--- src/rtl/dcache_linefill.sv ---
// dcache_linefill: fetches one cache line from the memory bus, critical word
// first with wrap-around, and writes each returned word into the four
// byte-lane SPRAMs of the dcache data array. Only one bus read is ever
// outstanding; the critical word is flagged so the core can restart early.
module dcache_linefill #(
  parameter int ADDRBITS     = 5,
  parameter int LINEWORDBITS = 3,
  parameter int SLOTBITS     = ADDRBITS - LINEWORDBITS
) (
  input  logic                clk,
  input  logic                reset_n,
  // upstream miss logic
  input  logic                fill_req,
  input  logic [31:0]         fill_addr,
  input  logic [SLOTBITS-1:0] fill_slot,
  input  logic                fill_abort,
  output logic                fill_busy,
  output logic                crit_valid,
  output logic [31:0]         crit_data,
  output logic                fill_done,
  // memory bus
  output logic                mem_rdreq,
  output logic [31:0]         mem_addr,
  input  logic                mem_ack,
  input  logic                mem_rvalid,
  input  logic [31:0]         mem_rdata,
  // data-array SPRAMs (4 byte lanes sharing one address)
  output logic [ADDRBITS-1:0] ram_addr,
  output logic [31:0]         ram_wdata,
  output logic [3:0]          ram_we
);

  localparam int BASEBITS = 32 - LINEWORDBITS - 2;
  localparam logic [LINEWORDBITS-1:0] LAST_COUNT = '1;

  typedef enum logic [2:0] {
    S_IDLE  = 3'd0,
    S_REQ   = 3'd1,
    S_WAIT  = 3'd2,
    S_WRITE = 3'd3,
    S_DONE  = 3'd4
  } state_t;

  state_t                  state_q,      state_d;
  logic [BASEBITS-1:0]     base_q,       base_d;
  logic [LINEWORDBITS-1:0] w0_q,         w0_d;
  logic [SLOTBITS-1:0]     slot_q,       slot_d;
  logic [LINEWORDBITS-1:0] count_q,      count_d;
  logic                    fill_busy_q,  fill_busy_d;
  logic                    crit_valid_q, crit_valid_d;
  logic [31:0]             crit_data_q,  crit_data_d;
  logic                    fill_done_q,  fill_done_d;
  logic                    mem_rdreq_q,  mem_rdreq_d;
  logic [31:0]             mem_addr_q,   mem_addr_d;
  logic [ADDRBITS-1:0]     ram_addr_q,   ram_addr_d;
  logic [31:0]             ram_wdata_q,  ram_wdata_d;

  // word index of the word currently in flight, and of the next request
  logic [LINEWORDBITS-1:0] word_cur;
  logic [LINEWORDBITS-1:0] word_next;

  // byte offset bits of the miss address carry no information for a fill
  logic unused_addr_lsbs;
  assign unused_addr_lsbs = &{1'b0, fill_addr[1:0]};

  assign word_cur  = w0_q + count_q;
  assign word_next = w0_d + count_d;

  // Next-state and next-output computation; outputs are derived from the
  // state being entered so they are registered and line up with the state.
  always_comb begin
    state_d      = state_q;
    base_d       = base_q;
    w0_d         = w0_q;
    slot_d       = slot_q;
    count_d      = count_q;
    crit_data_d  = crit_data_q;
    ram_addr_d   = ram_addr_q;
    ram_wdata_d  = ram_wdata_q;
    crit_valid_d = 1'b0;

    if (state_q != S_IDLE && fill_abort) begin
      // abandon the fill; nothing captured this cycle is kept
      state_d = S_IDLE;
    end else begin
      case (state_q)
        S_IDLE: begin
          if (fill_req) begin
            base_d  = fill_addr[31:LINEWORDBITS+2];
            w0_d    = fill_addr[LINEWORDBITS+1:2];
            slot_d  = fill_slot;
            count_d = '0;
            state_d = S_REQ;
          end
        end
        S_REQ: begin
          if (mem_ack) state_d = S_WAIT;
        end
        S_WAIT: begin
          if (mem_rvalid) begin
            // the write register doubles as the capture register
            ram_wdata_d = mem_rdata;
            ram_addr_d  = {slot_q, word_cur};
            if (count_q == '0) begin
              crit_data_d  = mem_rdata;
              crit_valid_d = 1'b1;
            end
            state_d = S_WRITE;
          end
        end
        S_WRITE: begin
          if (count_q == LAST_COUNT) begin
            state_d = S_DONE;
          end else begin
            count_d = count_q + 1'b1;
            state_d = S_REQ;
          end
        end
        S_DONE: begin
          state_d = S_IDLE;
        end
        default: begin
          state_d = S_IDLE;
        end
      endcase
    end

    fill_busy_d = (state_d != S_IDLE);
    mem_rdreq_d = (state_d == S_REQ);
    fill_done_d = (state_d == S_DONE);
    // the request address only moves when a new request is presented,
    // so it is stable for the whole time mem_rdreq is held
    if (state_d == S_REQ && state_q != S_REQ) begin
      mem_addr_d = {base_d, word_next, 2'b00};
    end else begin
      mem_addr_d = mem_addr_q;
    end
  end

  // State and output registers, cleared asynchronously
  always_ff @(posedge clk or negedge reset_n) begin
    if (!reset_n) begin
      state_q      <= S_IDLE;
      base_q       <= '0;
      w0_q         <= '0;
      slot_q       <= '0;
      count_q      <= '0;
      fill_busy_q  <= 1'b0;
      crit_valid_q <= 1'b0;
      crit_data_q  <= '0;
      fill_done_q  <= 1'b0;
      mem_rdreq_q  <= 1'b0;
      mem_addr_q   <= '0;
      ram_addr_q   <= '0;
      ram_wdata_q  <= '0;
    end else begin
      state_q      <= state_d;
      base_q       <= base_d;
      w0_q         <= w0_d;
      slot_q       <= slot_d;
      count_q      <= count_d;
      fill_busy_q  <= fill_busy_d;
      crit_valid_q <= crit_valid_d;
      crit_data_q  <= crit_data_d;
      fill_done_q  <= fill_done_d;
      mem_rdreq_q  <= mem_rdreq_d;
      mem_addr_q   <= mem_addr_d;
      ram_addr_q   <= ram_addr_d;
      ram_wdata_q  <= ram_wdata_d;
    end
  end

  assign fill_busy = fill_busy_q;
  assign crit_data = crit_data_q;
  assign fill_done = fill_done_q;
  assign mem_rdreq = mem_rdreq_q;
  assign mem_addr  = mem_addr_q;
  assign ram_addr  = ram_addr_q;
  assign ram_wdata = ram_wdata_q;

  // An abort arriving during WRITE must suppress that very write, so the
  // write strobe and critical-word flag are gated by the live abort input.
  assign ram_we     = (state_q == S_WRITE && !fill_abort) ? 4'hF : 4'h0;
  assign crit_valid = crit_valid_q & ~fill_abort;

endmodule

--- config.mk ---
export PLATFORM = sky130hd
export DESIGN_NAME = dcache_linefill
export DESIGN_NICKNAME = d
export VERILOG_FILES = /design/src/rtl/dcache_linefill.sv
export SDC_FILE = /design/constraint.sdc
export NUM_CORES = 1
export LEC_CHECK = 0
export CORE_MARGIN = 4
export CORE_UTILIZATION = 30
export DETAILED_ROUTE_END_ITERATION = 10
export PLACE_DENSITY_LB_ADDON = 0.25
export SLEW_MARGIN = 20
export SYNTH_ARGS = -nofsm -noshare
export SYNTH_HDL_FRONTEND = slang
export SYNTH_SLANG_ARGS = --single-unit
--- constraint.sdc ---
create_clock -name clk -period 6.7 [get_ports clk]
set_input_delay 1.34 -clock clk [delete_from_list [all_inputs] [get_ports clk]]
set_output_delay 1.34 -clock clk [all_outputs]
set_load 0.05 [all_outputs]
==> impl_metrics.env <==
export IMPL_crit_slowest_cell="clkdlybuf4s50_1"
export IMPL_power_mw=4.530
export IMPL_grt_use_total=0.1266
export IMPL_grt_setup_unrepaired="false"
export IMPL_synth_main_ff_cell="dfrtp_1"
export IMPL_fin_crit_sh=0.6894
export IMPL_seqCellArea_mm2=0.003528
export IMPL_cts_tree="done"
export IMPL_io_pins=181
export IMPL_cp_max_fo=12
export IMPL_ant_nets=0
export IMPL_netlist_instances=354
export IMPL_vias_per_cell=4.492
export IMPL_area_delta_synth_final_pct=45.84
export IMPL_first_global_vias=3911
export IMPL_gp_congestion=0.7020
export IMPL_max_cap_viol_count=0
export IMPL_numPortBuffers=176
export IMPL_clock_sinks=141
export IMPL_grt_max_degree=81
export IMPL_worst_pin_slew_ns=0.7354
export IMPL_fmax_mhz=216.5
export IMPL_dp_cells=743
export IMPL_fp_coreArea_mm2=0.01821
export IMPL_clock_path_buffers=2
export IMPL_ctsHoldBuffers=0
export IMPL_synth_edf_count=0
export IMPL_clock_skew_ns=0.008832
export IMPL_antenna_cells=0
export IMPL_arrival_ns=3.28
export IMPL_fin_cells=775
export IMPL_vias=3481
export IMPL_drtPass1Iterations=4
export IMPL_ys_seq_elements=141
export IMPL_clk_latency_ns=0.41
export IMPL_ir_worst_vdd_mv=0.3278
export IMPL_fp_dieW_um=145.2
export IMPL_finalCriticalPeriod_ns=4.619
export IMPL_path_cells="clkdlybuf4s50_1 -> nor4bb_2 -> buf_4 -> clkdlybuf4s50_1"
export IMPL_min_path_type="flip-flop to flip-flop"
export IMPL_critPathBufInv=3
export IMPL_die_h_um=145.2
export IMPL_cts_buffers=17
export IMPL_r2r_slack_ns=3.71
export IMPL_status="complete, no violations"
export IMPL_yosys_warnings=0
export IMPL_antenna_found_initial=1
export IMPL_remaining_drc_errors=0
export IMPL_p_leak_nw=3.635
export IMPL_dp_slack_ns=2.068
export IMPL_cts_resized=0
export IMPL_worstPathRequired_ns=5.36
export IMPL_clk_pin_slew_ns=0.06
export IMPL_finalMaxSlewViolations=0
export IMPL_drtIter0Drc=124
export IMPL_htree_levels=4
export IMPL_ys_types=39
export IMPL_drive_gt1_frac=0.2106
export IMPL_crit_top_cell="clkdlybuf4s50_1"
export IMPL_grt_pass1_wl_um=21510
export IMPL_fp_row_count=49
export IMPL_async_reset_ff_frac=1.000
export IMPL_setup_slack_ns=2.081
export IMPL_cts_root_buf="clkbuf_16"
export IMPL_tns_ns=0
export IMPL_start_util=0.3100
export IMPL_synth_avg_cell_area_um2=15.94
export IMPL_cts_setup_buffers=0
export IMPL_cp_top_family="buffers and inverters"
export IMPL_worstSetupEndpointType="output port"
export IMPL_fillers=1619
export IMPL_wl_um=12830
export IMPL_fin_util=0.4521
export IMPL_start_kind="input port"
export IMPL_hold_violations=0
export IMPL_max_stage_delay_ns=0.86
export IMPL_ys_seq_area_frac=0.6251
export IMPL_overflow=0
export IMPL_fin_nets=612
export IMPL_dieArea_mm2=0.02107
export IMPL_dp_hpwl_um=8785
export IMPL_setup_violations=0
export IMPL_power_density_mw_per_mm2=550.3
export IMPL_relSlewSlack=0.5097
export IMPL_wl_per_cell_um=16.55
export IMPL_syn_area_mm2=0.005644
export IMPL_path_class="input port to output port"
export IMPL_multi_input_area_mm2=0.001987
==> worst register-to-register path, stage by stage, from the launching register on <==
cell and delay, ns:
dfrtp_1 0.47, nor4b_4 0.61, a21oi_4 0.21, nand2_1 0.12, nand2_1 0.07, ha_1 0.21
fa_1 0.41, nand2b_1 0.16, a21oi_1 0.16, nor3_1 0.08, or3b_1 0.36
==> power by group <==
group / total, mW / switching [mW] / internal (mW) / leakage (nW)
combinational: 2.23 / 1.40 / 0.832 / 1.61
clock: 0.914 / 0.350 / 0.564 / 0.285
sequential: 1.39 / 0.174 / 1.22 / 1.74
==> metal layers <==
metal	vias up	global-route usage	wire length (um)
met3	10	0.06673	1224
li1	1591	-	-
met5	-	0	8
met2	129	0.1913	5727
met1	1749	0.1593	5764
met4	2	0.03561	104
==> stage by stage <==
step                area, um2  hold slack, ns
CTS                      8200          0.4801
detailed placement       7625          0.4665
finish                   8232          0.4742
global placement         7625          0.4579
global route             8232          0.4861
floorplan                5648          0.4480
==> cells by family after synthesis <==
| family | count (synthesis) | synth area share |
|---|---|---|
| flip-flops | 141 | 0.6251 |
| AO/OA/AOI/OAI | 14 | 0.01618 |
| XOR/XNOR | 2 | 0.003104 |
| adder cells (fa/ha/maj) | 6 | 0.01596 |
| other | 1 | 0.0006644 |
| buffers and inverters | 28 | 0.02904 |
| multiplexers | 127 | 0.2727 |
| AND/OR/NAND/NOR | 35 | 0.03724 |
==> flip-flops by register name, summed over array words and instances, names as in the netlist, 2 cells and up <==
register / flops
base_q: 27
count_q: 3
crit_data: 32
mem_addr: 30
ram_addr: 5
ram_wdata: 32
slot_q: 2
state_q: 3
w0_q: 3
==> synthesized netlist by cell type, types with 3 or more instances <==
cell type | count | area share
nand2b_1 | 5 | 0.0055
buf_2 | 11 | 0.0098
mux2_4 | 29 | 0.077
buf_4 | 6 | 0.0080
o21ai_0 | 3 | 0.0027
dfrtp_1 | 141 | 0.63
nor2_1 | 4 | 0.0027
ha_1 | 4 | 0.0089
mux2_2 | 43 | 0.086
buf_6 | 3 | 0.0060
nand3_1 | 3 | 0.0027
a21oi_1 | 3 | 0.0027
mux2_1 | 55 | 0.11
and2_1 | 3 | 0.0033
inv_1 | 5 | 0.0033
nand2_1 | 7 | 0.0047
==> worst paths after layout <==
check | cells after the start | from | to
setup / recovery | 4 | fill_abort | ram_we[0]
hold / removal | 1 | base_q[20] | base_q[20]
setup reg to reg | 10 | state_q[0] | mem_addr[4]
hold reg to reg | 1 | base_q[20] | base_q[20]
max in group asynchronous | 2 | reset_n | ram_wdata[1]
min in group asynchronous | 1 | reset_n | crit_data[8]
==> area by class of cell <==
type | instances | share of cell area
clock buffers | 20 | 0.05548
multi-input cells | 186 | 0.2414
flip-flops and latches | 141 | 0.4286
repair buffers | 182 | 0.2225
well taps | 229 | 0.03481
inverters | 6 | 0.002736
clock inverters | 11 | 0.01444
==> layout by cell type, fill, tap and decap left out, types with 2 or more instances in the layout <==
| cell | n |
|---|---|
| a21oi_1 | 2 |
| and2_1 | 3 |
| buf_4 | 4 |
| buf_6 | 2 |
| bufinv_16 | 2 |
| clkbuf_16 | 17 |
| clkbuf_8 | 2 |
| clkdlybuf4s50_1 | 175 |
| clkinv_2 | 5 |
| clkinv_4 | 3 |
| conb_1 | 2 |
| dfrtp_1 | 141 |
| fa_1 | 2 |
| ha_1 | 4 |
| inv_1 | 5 |
| mux2_1 | 55 |
| mux2_2 | 43 |
| mux2_4 | 29 |
| nand2_1 | 7 |
| nand2b_1 | 5 |
| nand3_1 | 2 |
| nor2_1 | 4 |
| nor2b_1 | 2 |
| nor3_1 | 2 |
| o21ai_0 | 3 |
| xnor2_1 | 2 |
Note: power is estimated with default switching activity, not from simulation.
